$ cat src/rtl/bit_permute_stage_if.sv
// Valid/ready stream bundle for bit_permute_stage.
// master = producer + consumer side, slave = the stage itself.
interface bit_permute_stage_if #(
    parameter int WIDTH = 8,
    parameter int ROT_W = $clog2(WIDTH)
);
    logic             in_valid;
    logic             in_ready;
    logic [WIDTH-1:0] in_data;
    logic [1:0]       in_mode;
    logic [ROT_W-1:0] in_rot;
    logic             out_valid;
    logic             out_ready;
    logic [WIDTH-1:0] out_data;
    logic [15:0]      out_beats;

    modport master (
        output in_valid, in_data, in_mode, in_rot, out_ready,
        input  in_ready, out_valid, out_data, out_beats
    );

    modport slave (
        input  in_valid, in_data, in_mode, in_rot, out_ready,
        output in_ready, out_valid, out_data, out_beats
    );
endinterface

$ cat src/rtl/bit_permute_stage.sv
// Runtime-selectable bit permutation into a 2-entry output FIFO.
// Ports: clk, rst (async high), io_bus (slave stream bundle).
module bit_permute_stage #(
    parameter int WIDTH = 8,
    parameter int ROT_W = $clog2(WIDTH)
) (
    input  logic                clk,
    input  logic                rst,
    bit_permute_stage_if.slave  io_bus
);
    localparam logic [ROT_W:0] L_W = (ROT_W+1)'(WIDTH);

    logic [WIDTH-1:0]   w_rev;
    logic [WIDTH-1:0]   w_pre;
    logic [WIDTH-1:0]   w_rot;
    logic [WIDTH-1:0]   w_perm;
    logic [2*WIDTH-1:0] w_dd;
    logic [ROT_W:0]     w_rmod;
    logic               w_push;
    logic               w_pop;

    logic [WIDTH-1:0]   r_mem [2];
    logic               r_wptr;
    logic               r_rptr;
    logic [1:0]         r_cnt;
    logic [15:0]        r_beats;

    for (genvar g = 0; g < WIDTH; g++) begin : g_rev
        assign w_rev[g] = io_bus.in_data[WIDTH-1-g];
    end

    // Reverse first (mode bit 0), then rotate right (mode bit 1).
    assign w_pre  = io_bus.in_mode[0] ? w_rev : io_bus.in_data;
    assign w_rmod = {1'b0, io_bus.in_rot} % L_W;
    // Rotate right by shifting a doubled copy and keeping the low half.
    assign w_dd   = {w_pre, w_pre};
    assign w_rot  = WIDTH'(w_dd >> w_rmod);
    assign w_perm = io_bus.in_mode[1] ? w_rot : w_pre;

    assign io_bus.in_ready  = (r_cnt != 2'd2);
    assign io_bus.out_valid = (r_cnt != 2'd0);
    assign io_bus.out_data  = r_mem[r_rptr];
    assign io_bus.out_beats = r_beats;

    assign w_push = io_bus.in_valid && io_bus.in_ready;
    assign w_pop  = io_bus.out_valid && io_bus.out_ready;

    // Storage needs no reset; pointers and count define validity.
    always_ff @(posedge clk) begin
        if (w_push) begin
            r_mem[r_wptr] <= w_perm;
        end
    end

    always_ff @(posedge clk or posedge rst) begin
        if (rst) begin
            r_wptr  <= 1'b0;
            r_rptr  <= 1'b0;
            r_cnt   <= 2'd0;
            r_beats <= 16'd0;
        end else begin
            if (w_push) begin
                r_wptr <= ~r_wptr;
            end
            if (w_pop) begin
                r_rptr <= ~r_rptr;
            end
            case ({w_push, w_pop})
                2'b10:   r_cnt <= r_cnt + 2'd1;
                2'b01:   r_cnt <= r_cnt - 2'd1;
                default: r_cnt <= r_cnt;
            endcase
            r_beats <= r_beats + 16'(w_pop);
        end
    end
endmodule

$ cat src/flat_wrapper.sv
// flat-port wrapper written by rule: the top's interface ports become plain ports
module bit_permute_stage_flat 
#(
    parameter int WIDTH = 8,
    parameter int ROT_W = $clog2(WIDTH)
)
  (clk, rst, io_bus_in_valid, io_bus_in_data, io_bus_in_mode, io_bus_in_rot, io_bus_out_ready, io_bus_in_ready, io_bus_out_valid, io_bus_out_data, io_bus_out_beats);
  bit_permute_stage_if #(.WIDTH(WIDTH), .ROT_W(ROT_W)) io_bus_i ();
  input  logic clk;
  input  logic rst;
  input wire logic [$bits(io_bus_i.in_valid)-1:0] io_bus_in_valid;
  input wire logic [$bits(io_bus_i.in_data)-1:0] io_bus_in_data;
  input wire logic [$bits(io_bus_i.in_mode)-1:0] io_bus_in_mode;
  input wire logic [$bits(io_bus_i.in_rot)-1:0] io_bus_in_rot;
  input wire logic [$bits(io_bus_i.out_ready)-1:0] io_bus_out_ready;
  output wire logic [$bits(io_bus_i.in_ready)-1:0] io_bus_in_ready;
  output wire logic [$bits(io_bus_i.out_valid)-1:0] io_bus_out_valid;
  output wire logic [$bits(io_bus_i.out_data)-1:0] io_bus_out_data;
  output wire logic [$bits(io_bus_i.out_beats)-1:0] io_bus_out_beats;
  assign io_bus_i.in_valid = io_bus_in_valid;
  assign io_bus_i.in_data = io_bus_in_data;
  assign io_bus_i.in_mode = io_bus_in_mode;
  assign io_bus_i.in_rot = io_bus_in_rot;
  assign io_bus_i.out_ready = io_bus_out_ready;
  assign io_bus_in_ready = io_bus_i.in_ready;
  assign io_bus_out_valid = io_bus_i.out_valid;
  assign io_bus_out_data = io_bus_i.out_data;
  assign io_bus_out_beats = io_bus_i.out_beats;
  bit_permute_stage #(.WIDTH(WIDTH), .ROT_W(ROT_W)) u_core (.clk(clk), .rst(rst), .io_bus(io_bus_i));
endmodule
$ cat config.mk
export PLATFORM = sky130hd
export DESIGN_NAME = bit_permute_stage_flat
export DESIGN_NICKNAME = d
export VERILOG_FILES = /design/src/rtl/bit_permute_stage_if.sv /design/src/rtl/bit_permute_stage.sv /design/src/flat_wrapper.sv
export SDC_FILE = /design/constraint.sdc
export NUM_CORES = 1
export LEC_CHECK = 0
export ABC_AREA = 1
export CORE_MARGIN = 2
export CORE_UTILIZATION = 45
export CTS_CLUSTER_DIAMETER = 100
export DETAILED_ROUTE_END_ITERATION = 8
export GPL_ROUTABILITY_DRIVEN = 0
export PLACE_DENSITY_LB_ADDON = 0.1
export REMOVE_ABC_BUFFERS = 1
export SKIP_LAST_GASP = 1
export SYNTH_ARGS = -nofsm -noshare
export SYNTH_HDL_FRONTEND = slang
export SYNTH_SLANG_ARGS = --single-unit
$ cat constraint.sdc
create_clock -name clk -period 4 [get_ports clk]
set_input_delay 0.4 -clock clk [delete_from_list [all_inputs] [get_ports clk]]
set_output_delay 0.4 -clock clk [all_outputs]
set_load 0.01 [all_outputs]
==> results.yml <==
global_routing:
  grt_pass1_vias: 1539
  track_usage_pct: 17.4
  grt.overflow.total: 0
  antenna_found_initial: 0
  grt_max_degree: 21
  grt_pass1_wl_mm: 7.05
die:
  die_y_um: 71.3
  core.rowCount: 24
  start_util_pct: 46.8
  die_x_um: 71.3
  ios: 43
  die_area_um2: 5090
  fp.coreArea_um2: 4350
power:
  vdd_drop_max_v: 0.000278
  p_per_area_nw_per_um2: 495
  power.leakage_nw: 1.17
synthesis:
  netlist_instances: 234
  ys_seq_area_share_pct: 48.1
  ys_types: 25
  syn_area_um2: 2040
  yosys_register_bits: 36
  yosysWarnings: 0
  syn_avg_cell_area_um2: 8.72
flow_run:
  drv_cap: 0
detailed_routing:
  drtAntennaViolNets: 0
  vias_per_cell: 5.15
  initialDrtViolationCount: 66
  wl_mm: 4.11
  drt_pre_antenna_iters: 4
  vias: 1699
  wl_per_cell_um: 12.4
  drc_errors: 0
critical_path:
  crit_fanout: 9
  cp-start-kind: "flip-flop"
  cp.arrival_ns: 1.75
  setup.worst_path.end_class: "output pin"
  cp.required_ns: 3.60
  crit_type: "flip-flop to output pin"
  ff2ff_setup_slack_ns: 2.12
sta:
  setup_tns_ns: 0
  report.final.slew_viol_count: 0
  clock-skew-final_ns: 0.00433
  final-setup-viol-count: 0
  rsz0062_at_grt: "false"
  hold_violations: 0
  clock.fmax_ghz: 0.465
  min_period_ns: 2.15
  tightest_slew_ns: 0.765
  post-route-period-util_pct: 53.7
  relSlewSlack_pct: 48.9
cells_and_area:
  layout_common_cells: "59 x nand3_1, 58 x nand2_1, 42 x clkdlybuf4s50_1, 22 x inv_1, 20 x dfrtp_1"
  layout.cells.most_common: "nand3_1"
  syn2layout_area_growth_pct: 26.3
  post_route_cells_drive_above_1_share_pct: 8.63
  final_util_pct: 59.1
  layout.nets: 298
  n_antenna_cell: 0
clock_tree:
  clock-sinks: 36
  clk_pin_slew_ns: 0.07
  clk_latency_ns: 0.28
  cts_resized: 0
  cts_hold_buf: 0
  root_buffer: "clkbuf_8"
  cts_tree: "built"
  htree_levels: 2
  clockBufferDepth: 2
  cts_buffers: 5
  postCtsSetupBuffers: 0
hold_path:
  hold_path.class: "flip-flop to flip-flop"
placement:
  portBuffers: 42
  dp.final_hpwl_mm: 3.24
run_status:
  status: "complete, no violations"
## final cells by class
cell class / instances / area (µm²)
Tap cell: 52 / 65.1
Multi-Input combinational cell: 169 / 942
Inverter: 23 / 86.3
Clock buffer: 7 / 76.3
Timing Repair Buffer: 42 / 420
Fill cell: 389 / 1780
Sequential cell: 36 / 981
Clock inverter: 1 / 3.75
## registers in the layout, indices dropped and copies added (netlist names)
name,count
u_core.r_rptr,1
u_core.r_wptr,1
u_core.io_bus.out_beats,16
u_core.r_cnt,2
u_core.r_mem,16
## critical path: stages (launching register included)
cell and delay, ns:
dfrtp_1 0.60, mux2_2 0.40, clkdlybuf4s50_1 0.47
## layer usage
layer / up-vias / global-route usage (%) / share of wire (%)
li1: 863 / - / -
met5: - / 0 / 0
met2: 56 / 25.1 / 44
met4: 0 / 5.45 / 0.66
met3: 2 / 3.66 / 4.6
met1: 778 / 26.4 / 51
## per-stage QoR
step / cell area, µm² / hold WS (ns) / power (W) / setup slack (ns) / instances
6_report: 2570 / 0.498 / 0.00127 / 1.85 / 330
5_1_grt: 2570 / 0.529 / 0.00136 / 1.77 / 330
4_1_cts: 2570 / 0.507 / 0.00129 / 1.83 / 330
3_5_place_dp: 2490 / 0.490 / 0.00105 / 1.82 / 322
3_3_place_gp: 2490 / 0.478 / 0.00104 / 1.86 / 322
2_1_floorplan: 2010 / 0.364 / 0.000816 / 2.21 / 228
## synth_stat cells
master | number | area (µm²)
a21oi_1 | 2 | 10.0
buf_2 | 3 | 15.0
buf_4 | 1 | 7.51
clkbuf_1 | 2 | 7.51
dfrtp_1 | 20 | 500
edfxtp_1 | 16 | 480
ha_1 | 4 | 50.1
inv_1 | 22 | 82.6
inv_2 | 1 | 3.75
mux2_2 | 8 | 90.1
nand2_1 | 58 | 218
nand2_2 | 3 | 18.8
nand3_1 | 59 | 295
nand3_2 | 1 | 10.0
nand4_1 | 2 | 12.5
nor2_1 | 7 | 26.3
nor2_2 | 3 | 18.8
nor2_4 | 1 | 11.3
nor3_1 | 2 | 10.0
nor3_4 | 1 | 16.3
nor3b_2 | 1 | 12.5
nor4_1 | 1 | 6.26
o21ai_0 | 1 | 5.00
xnor2_1 | 4 | 35.0
xor2_1 | 11 | 96.3
## cell families (layout without fill, tap and decap cells)
logic type                 after synthesis  count (layout)  synth area share [%]
AOI/OAI and AO/OA                        3               3                 0.736
xor gates and xnor gates                15              15                  6.44
adders and majority gates                4               4                  2.45
buffers and inverters                   29              73                  5.71
DFF                                     36              36                  48.1
muxes                                    8               8                  4.42
and+or+nand+nor                        139             139                  32.1
## final timing paths
kind                                                  startpoint                                     to  depth (start not counted)
hold / removal             u_core.io_bus.out_beats[13]$_DFF_PP0_  u_core.io_bus.out_beats[13]$_DFF_PP0_                          1
setup reg to reg                     u_core.r_cnt[0]$_DFFE_PP0P_  u_core.io_bus.out_beats[10]$_DFF_PP0_                         12
max in group asynchronous                                    rst  u_core.io_bus.out_beats[15]$_DFF_PP0_                          2
setup / recovery                       u_core.r_rptr$_DFFE_PP0P_                     io_bus_out_data[2]                          2
hold reg to reg            u_core.io_bus.out_beats[13]$_DFF_PP0_  u_core.io_bus.out_beats[13]$_DFF_PP0_                          1
min in group asynchronous                                    rst   u_core.io_bus.out_beats[1]$_DFF_PP0_                          2
## where the power goes
part,switching (W),internal [W],total (W),leakage [nW]
Clock,0.000115,0.000121,0.000236,0.0399
Combinational,0.000222,0.000252,0.000474,0.744
Sequential,0.0000749,0.000488,0.000563,0.388
Total,0.000412,0.000862,0.00127,1.17
Note: power is estimated with default switching activity, not from simulation.
